[config.mk]
export PLATFORM = sky130hd
export DESIGN_NAME = writeback_logic_gen
export DESIGN_NICKNAME = d
export VERILOG_FILES = /design/src/rtl/writeback_logic_gen.sv
export SDC_FILE = /design/constraint.sdc
export NUM_CORES = 1
export LEC_CHECK = 0
export CORE_AREA = 2 2 213 215
export CTS_CLUSTER_SIZE = 12
export DETAILED_ROUTE_END_ITERATION = 8
export DIE_AREA = 0 0 215 217
export PLACE_DENSITY = 0.64
export SLEW_MARGIN = 30
export SYNTH_ARGS = -nofsm -noshare
export SYNTH_HDL_FRONTEND = slang
export SYNTH_SLANG_ARGS = --single-unit
export TNS_END_PERCENT = 5
[constraint.sdc]
create_clock -name clk -period 1.7 [get_ports clk]
set_input_delay 0.425 -clock clk [delete_from_list [all_inputs] [get_ports clk]]
set_output_delay 0.425 -clock clk [all_outputs]
set_load 0.02 [all_outputs]
[src/rtl/writeback_logic_gen.sv]
// writeback_logic_gen
// Write-side address generator: takes result rows from the compute array over a
// valid/ready handshake and writes them into the shared BRAM as whole tiles of
// ROWS_PER_TILE words. The write address is the latched buffer base (plus an
// optional double-buffer offset), the shared tile pointer and the row counter.
//
// Ports:
//   clk, rst_n          clock, asynchronous active-low reset
//   start_write         pulse, begins one tile write (only honoured in IDLE)
//   reset_addr_counter  pulse, clears the tile pointer in any state
//   Buffer_Select       000=Q, 001=K, 010=V, 011=OUT, others invalid
//   Double_buffering    adds DB_OFFSET to the selected base
//   in_valid/in_data    result row from the compute array
//   in_ready            row accepted this cycle (high while WRITING)
//   bram_addr/wdata/we  registered BRAM write port
//   write_done          one-cycle pulse, tile complete
//   busy                high while WRITING
//   ptr_wrap            one-cycle pulse with write_done when the tile pointer wraps
//   sel_err             one-cycle pulse after a start with an invalid select
//
// state   | meaning
// IDLE    | waiting for start_write
// WRITING | accepting rows, one BRAM write per handshake
// DONE    | one cycle: tile complete, advance tile pointer

module writeback_logic_gen #(
    parameter int ADDR_WIDTH    = 16,
    parameter int DATA_WIDTH    = 256,
    parameter int BUF_WORDS     = 12288,
    parameter int ROWS_PER_TILE = 32,
    parameter int OUT_BASE      = 36864,
    parameter int DB_OFFSET     = 4096
) (
    input  logic                  clk,
    input  logic                  rst_n,
    input  logic                  start_write,
    input  logic                  reset_addr_counter,
    input  logic [2:0]            Buffer_Select,
    input  logic                  Double_buffering,
    input  logic                  in_valid,
    input  logic [DATA_WIDTH-1:0] in_data,
    output logic                  in_ready,
    output logic [ADDR_WIDTH-1:0] bram_addr,
    output logic [DATA_WIDTH-1:0] bram_wdata,
    output logic                  bram_we,
    output logic                  write_done,
    output logic                  busy,
    output logic                  ptr_wrap,
    output logic                  sel_err
);

    localparam int TILES = BUF_WORDS / ROWS_PER_TILE;
    localparam int PTR_W = (TILES > 1) ? $clog2(TILES) : 1;
    localparam int ROW_W = (ROWS_PER_TILE > 1) ? $clog2(ROWS_PER_TILE) : 1;
    localparam logic [PTR_W-1:0] PTR_LAST = PTR_W'(TILES - 1);
    localparam logic [ROW_W-1:0] ROW_LAST = ROW_W'(ROWS_PER_TILE - 1);

    typedef enum logic [1:0] {
        IDLE    = 2'd0,
        WRITING = 2'd1,
        DONE    = 2'd2
    } state_t;

    state_t state, state_nxt;

    logic [ADDR_WIDTH-1:0] base_q;
    logic [ADDR_WIDTH-1:0] sel_base;
    logic [ADDR_WIDTH-1:0] wr_addr;
    logic [PTR_W-1:0]      tile_ptr;
    logic [ROW_W-1:0]      row_cnt;
    logic                  sel_ok;
    logic                  accept;
    logic                  last_row;
    logic                  start_ok;

    always_comb begin
        sel_ok   = 1'b1;
        sel_base = '0;
        case (Buffer_Select)
            3'b000:  sel_base = '0;
            3'b001:  sel_base = ADDR_WIDTH'(BUF_WORDS);
            3'b010:  sel_base = ADDR_WIDTH'(2 * BUF_WORDS);
            3'b011:  sel_base = ADDR_WIDTH'(OUT_BASE);
            default: sel_ok   = 1'b0;
        endcase
    end

    assign start_ok = (state == IDLE) && start_write && sel_ok;
    assign accept   = in_valid && in_ready;
    assign last_row = (row_cnt == ROW_LAST);
    // Sum wraps naturally at ADDR_WIDTH bits.
    assign wr_addr  = base_q + ADDR_WIDTH'(32'(tile_ptr) * ROWS_PER_TILE) + ADDR_WIDTH'(row_cnt);

    always_ff @(posedge clk or negedge rst_n) begin
        if (!rst_n) state <= IDLE;
        else        state <= state_nxt;
    end

    always_comb begin
        state_nxt = state;
        in_ready  = 1'b0;
        busy      = 1'b0;
        case (state)
            IDLE: begin
                if (start_write && sel_ok) state_nxt = WRITING;
            end
            WRITING: begin
                in_ready = 1'b1;
                busy     = 1'b1;
                if (in_valid && last_row) state_nxt = DONE;
            end
            DONE:    state_nxt = IDLE;
            default: state_nxt = IDLE;
        endcase
    end

    always_ff @(posedge clk or negedge rst_n) begin
        if (!rst_n) begin
            bram_we    <= 1'b0;
            bram_addr  <= '0;
            bram_wdata <= '0;
            write_done <= 1'b0;
            ptr_wrap   <= 1'b0;
            sel_err    <= 1'b0;
            base_q     <= '0;
            row_cnt    <= '0;
            tile_ptr   <= '0;
        end else begin
            bram_we    <= accept;
            // write_done lands in DONE, alongside the last row's bram_we.
            write_done <= accept && last_row;
            // Wrap is announced with write_done; the pointer itself moves in DONE.
            ptr_wrap   <= accept && last_row && (tile_ptr == PTR_LAST) && !reset_addr_counter;
            sel_err    <= (state == IDLE) && start_write && !sel_ok;

            if (accept) begin
                bram_wdata <= in_data;
                bram_addr  <= wr_addr;
            end

            if (start_ok)
                base_q <= sel_base + (Double_buffering ? ADDR_WIDTH'(DB_OFFSET) : '0);

            if (state == DONE)
                row_cnt <= '0;
            else if (accept)
                row_cnt <= last_row ? '0 : row_cnt + 1'b1;

            // A clear request always beats the end-of-tile increment.
            if (reset_addr_counter)
                tile_ptr <= '0;
            else if (state == DONE)
                tile_ptr <= (tile_ptr == PTR_LAST) ? '0 : tile_ptr + 1'b1;
        end
    end

endmodule

# Word level (Yosys, flattened, before mapping)
# Cells that the tools add are included.
op_classes:
  add_sub_neg: 5
  eq_ne: 9
  muxes: 13
  reduce_logical: 17
ops:
  columns: ["cell", "n"]
  rows:
  - ["case mux 16 bit (3 select lines)", 1]
  - ["two-way mux 9 bit", 3]
  - ["adder 16 x 13 -> 16 bit", 1]
  - ["adder 16 x 14 -> 16 bit", 1]
  - ["adder 16 x 5 -> 16 bit", 1]
  - ["two-way mux 5 bit", 3]
  - ["two-way mux 13 bit", 1]
  - ["adder 9 x 1 -> 9 bit (second input constant)", 1]
  - ["equality test 9 bit (second input constant)", 1]
  - ["logical AND 1 bit", 9]
  - ["equality test 3 x 2 -> 1 bit (second input constant)", 2]
  - ["adder 5 x 1 -> 5 bit (second input constant)", 1]
  - ["equality test 5 bit (second input constant)", 1]
  - ["two-way mux 2 bit", 2]
  - ["inequality test 2 bit (second input constant)", 2]
  - ["case mux 2 bit (2 select lines)", 1]
  - ["nonzero test 2 bit", 2]
  - ["OR reduction 4 bit", 1]
  - ["equality test 3 x 1 -> 1 bit (second input constant)", 1]
  - ["logical NOT 3 bit", 1]
  - ["equality test 2 x 1 -> 1 bit (second input constant)", 1]
  - ["equality test 2 bit (second input constant)", 1]
  - ["logical NOT 1 bit", 2]
  - ["logical NOT 2 bit", 1]
  - ["other kinds (2)", 3]
word_totals:
  ff_bits: 308
  elab_cells: 54

# Logic depth before layout (Yosys ltp)
logic_depth:
  ltp_word: 6
  mapped_depth: 7
  ltp_nobuf: 6

# Worst setup path before layout
# OpenSTA, ideal clock, no wires.
synth_timing:
  path_kind: "register to register"
  from: "register row_cnt[0]"
  to: "register row_cnt[2]"
  setup_ns: 0.080
  t_arrival_ns: 1.496
  required_time_ns: 1.620
  setup_slack_ns: 0.125
  stages_incl_launch_ff: 7
  synth_period_minus_slack_ns: 1.575
  path_cell_list: "dfrtp_1 ha_1 and3_1 ha_1 nand4bb_1 o22ai_1 o2bb2ai_1"
synth_between:
  elab_chain_cells: 4
  elab_cells_between_ends: 5
synth_rtl:
  columns: ["item", "line", "rtl"]
  rows:
  - ["from (decl)", "70", "logic [ROW_W-1:0] row_cnt;"]
  - ["from (signal assigned)", "147", "row_cnt <= last_row ? '0 : row_cnt + 1'b1;"]
  - ["adder 5 x 1 -> 5 bit or equality test 5 bit (tied branches)", "147, 90", null]
  - ["two-way mux 5 bit (*)", "147", null]
  - ["two-way mux 5 bit (*)", "146", "else if (accept)"]
  - ["two-way mux 5 bit (*)", "144", "if (state == DONE)"]
# Mark *: on every way between the ends. The rest lies on a longest branch, timed or not. The select of a mux whose other input is x is not followed.
# A chain may end at the register's enable or synchronous reset.

# Final worst setup path
layout_timing:
  from: "register state[1]"
  to: "output port in_ready"
layout_between:
  elab_chain_cells: 2
layout_rtl:
  columns: ["item", "line", "rtl"]
  rows:
  - ["from (decl)", "64", "state_t state, state_nxt;"]
  - ["from (signal assigned)", "96", "else state <= state_nxt;"]
  - ["equality test 2 x 1 -> 1 bit", "103", "case (state)"]
  - ["two-way mux 1 bit", "103", null]
  - ["to (decl)", "42", "output logic in_ready,"]
# Every way passes these cells.

==> load_flow_metrics.sql <==
INSERT INTO impl_metrics (metric_group, metric, value, unit) VALUES
('floorplanning', 'die_height', '217', 'um'),
('finish', 'number_of_antenna_repair_diodes', '0', ''),
('route', 'first_pass_iters', '5', ''),
('cts', 'post_cts_buffers', '0', ''),
('setup_path', 'cp_slowest_stage_delay', '0.40', 'ns'),
('place', 'place.gp.congestion', '0.848', ''),
('timing', 'grt_setup_unrepaired', 'true', ''),
('route', 'avgViaCountPerCell', '4.19', ''),
('power', 'seq_power_share', '0.394', ''),
('finish', 'syn2layout_area_growth', '67.0', '%'),
('power', 'part_of_the_total_power_dissipated_in_the_clock_network', '0.310', ''),
('route', 'detail_route.wl_per_cell', '15.5', 'um'),
('floorplanning', 'die_area', '46700', 'sq um'),
('cts', 'clkSinkCount', '296', ''),
('cts', 'clock-root-buffer', 'clkbuf_16', ''),
('grt', 'initial_antenna_violation_count', '0', ''),
('synthesis', 'synth-compound-area-share', '0.0136', ''),
('timing', 'layout_min_cycle_time', '1.68', 'ns'),
('synthesis', 'synthMuxAreaShare', '0.00361', ''),
('synthesis', 'postSynth.topFlopCell', 'dfrtp_1', ''),
('floorplanning', 'initial_core_util', '0.256', ''),
('floorplanning', 'placeableCoreArea', '44700', 'sq um'),
('route', 'via_count', '10400', ''),
('timing', 'report.final.setup_viol', '0', ''),
('outcome', 'status', 'complete, no violations', ''),
('power', 'power.leakage', '0.00967', 'uW'),
('synthesis', 'postSynthRegisterBits', '296', ''),
('grt', 'first_global_vias', '10800', ''),
('synthesis', 'synth_edf_count', '0', ''),
('place', 'place_area', '18200', 'sq um'),
('timing', 'slew_at_the_pin_with_the_worst_max_slew_slack', '0.448', 'ns'),
('finish', 'finalCoreUtilization', '0.427', ''),
('power', 'power.switching', '7670', 'uW'),
('power', 'p_int', '15600', 'uW'),
('finish', 'layout.cell_area.non_filler', '19100', 'sq um'),
('synthesis', 'postSynth.asyncResetShare', '1.00', ''),
('finish', 'final_cell_mix', '821 x nand2_1, 296 x dfrtp_1, 263 x clkdlybuf4s50_1, 150 x clkdlybuf4s15_1, 77 x dlygate4sd2_1', ''),
('finish', 'drive_gt1_frac', '0.0960', ''),
('setup_path', 'cell_by_cell_listing_of_the_critical_path', 'nor2b_4 > buf_6', ''),
('place', 'number_of_input_and_output_port_buffers_inserted', '542', ''),
('synthesis', 'syn_area', '11400', 'sq um'),
('synthesis', 'synthesis.nets', '1545', ''),
('cts', 'clk-insertion-delay-late', '0.52', 'ns'),
('finish', 'most_common_cell_after_layout_fill_and_taps_aside', 'nand2_1', ''),
('power', 'power.combinational.fraction', '0.297', ''),
('worst_hold_path', 'worstHoldPathType', 'input pin to asynchronous set/reset pin', ''),
('route', 'drt_iter0_drc', '655', ''),
('place', 'dp_hpwl', '28800', 'um'),
('synthesis', 'synth_top_family_by_area', 'simple AND/OR/NAND/NOR gates', ''),
('synthesis', 'netlist-cell-type-count', '38', ''),
('setup_path', 'crit_fanout', '3', ''),
('cts', 'clock_path_buffers', '3', ''),
('timing', 'timing.final.crit_share', '0.986', ''),
('power', 'power-per-cell-area', '1220', 'nW/um^2'),
('grt', 'grt_overflow_total', '0', ''),
('synthesis', 'synth.area.top_cells', 'dfrtp_1 65%, nand2_1 27%, buf_2 1.8%, ha_1 0.77%, clkbuf_1 0.62%', ''),
('setup_path', 'cp_data_arrival_time', '1.25', 'ns'),
('route', 'postRouteAntennaNets', '0', ''),
('run', 'number_of_maximum_capacitance_constraint_violations', '0', ''),
('synthesis', 'synth_xor_xnor_area_share', '0.00306', ''),
('synthesis', 'synth_fa_ha_area_frac', '0.00941', ''),
('setup_path', 'critical_path_class', 'flip-flop to output pin', ''),
('setup_path', 'cp-end-kind', 'output pin', ''),
('synthesis', 'synth_top_cell_area_share', '0.647', ''),
('power', 'power_switching_share', '0.329', ''),
('timing', 'slew_violations', '0', ''),
('setup_path', 'crit_required', '1.27', 'ns'),
('setup_path', 'setup.worst_path.start_class', 'flip-flop', ''),
('timing', 'final.setup_skew', '0.00885', 'ns'),
('floorplanning', 'placement_row_count', '78', ''),
('route', 'drc_errors', '0', '');
[final cells by class]
type / count / area [sq um]
flip-flops and latches: 296 / 7410
clock buffers: 55 / 1060
well taps: 600 / 751
fillers: 4423 / 25600
clock inverters: 6 / 37.5
repair buffers: 616 / 6080
multi-input cells: 905 / 3730
inverters: 7 / 38.8
[per-stage QoR]
stage | setup slack (ns) | total power, uW | hold slack [ns]
2_1_floorplan | 0.125 | 12500 | 0.129
3_3_place_gp | -0.174 | 16900 | 0.308
3_5_place_dp | -0.197 | 17000 | 0.303
4_1_cts | -0.0327 | 23600 | 0.340
5_1_grt | -0.0401 | 24600 | 0.352
6_report | 0.0245 | 23300 | 0.359
[registers in the layout (all words and copies together), names as in the netlist]
| name | cells |
|---|---|
| state | 2 |
| write_done | 1 |
| row_cnt | 5 |
| bram_wdata | 256 |
| bram_we | 1 |
| bram_addr | 16 |
| ptr_wrap | 1 |
| sel_err | 1 |
| base_q | 4 |
| tile_ptr | 9 |
[worst paths after layout]
path,startpoint,end,slack [ns],cells past startpoint
max reg2reg,row_cnt[0],row_cnt[3],0.09,6
min,rst_n,bram_wdata[125],0.36,2
min in group clk,in_data[233],bram_wdata[233],0.43,3
max in group asynchronous,rst_n,bram_wdata[169],0.63,3
min reg2reg,bram_wdata[24],bram_wdata[24],0.46,2
max,state[1],in_ready,0.02,2
[critical path, delay by kind of cell, from the launching register on]
family	cells	cell delay [ns]
buf+inv	1	0.14
flops	1	0.40
simple gates	1	0.19
[cells by family (layout without fill, tap and decap cells)]
kind of cell	count (synthesis)	in the layout
flip-flops	296	296
AO/OA/AOI/OAI	26	26
adder cells (fa/ha/maj)	8	8
buffers and inverters	71	684
AND/OR/NAND/NOR	863	863
multiplexers	4	4
XOR/XNOR	4	4
[routing by layer]
metal | routed length, um | share of wire | global-route usage | up-vias
li1 | - | - | - | 5064
met1 | 15700 | 0.41 | 0.192 | 4921
met2 | 18900 | 0.49 | 0.280 | 370
met3 | 2960 | 0.077 | 0.0505 | 60
met4 | 960 | 0.025 | 0.0460 | 0
met5 | 0 | 0 | 0 | -
[cell usage after synthesis, types with 2 or more instances]
master,n
inv_1,6
buf_2,41
nand2b_1,6
o211ai_1,3
clkbuf_1,19
buf_4,4
o22ai_1,3
a21oi_1,6
and3_1,2
nor2_1,4
dfrtp_1,296
ha_1,7
nand3_1,5
nand2_1,821
xnor2_1,2
o21ai_0,9
or3_1,2
and2_1,2
o2bb2ai_1,2
mux2i_1,3
nor2b_1,4
nand3b_1,5
nor4_1,2
xor2_1,2
or4_1,3
[power by group through the flow]
stage          Clock, uW  Sequential (uW)  Combinational, uW
6_report            7210             9150               6900
5_1_grt             7770             9320               7470
4_1_cts             7450             9140               6990
3_5_place_dp           0             9270               7760
3_3_place_gp           0             9230               7670
2_1_floorplan          0            10800               1690
[repair_timing]
action,in CTS,in global routing
endpoints found under the hold margin,22,0
hold buffers,1,0
resized for setup,387,154
endpoints found under the setup margin,279,152
Power figures use the tool's default switching activity.
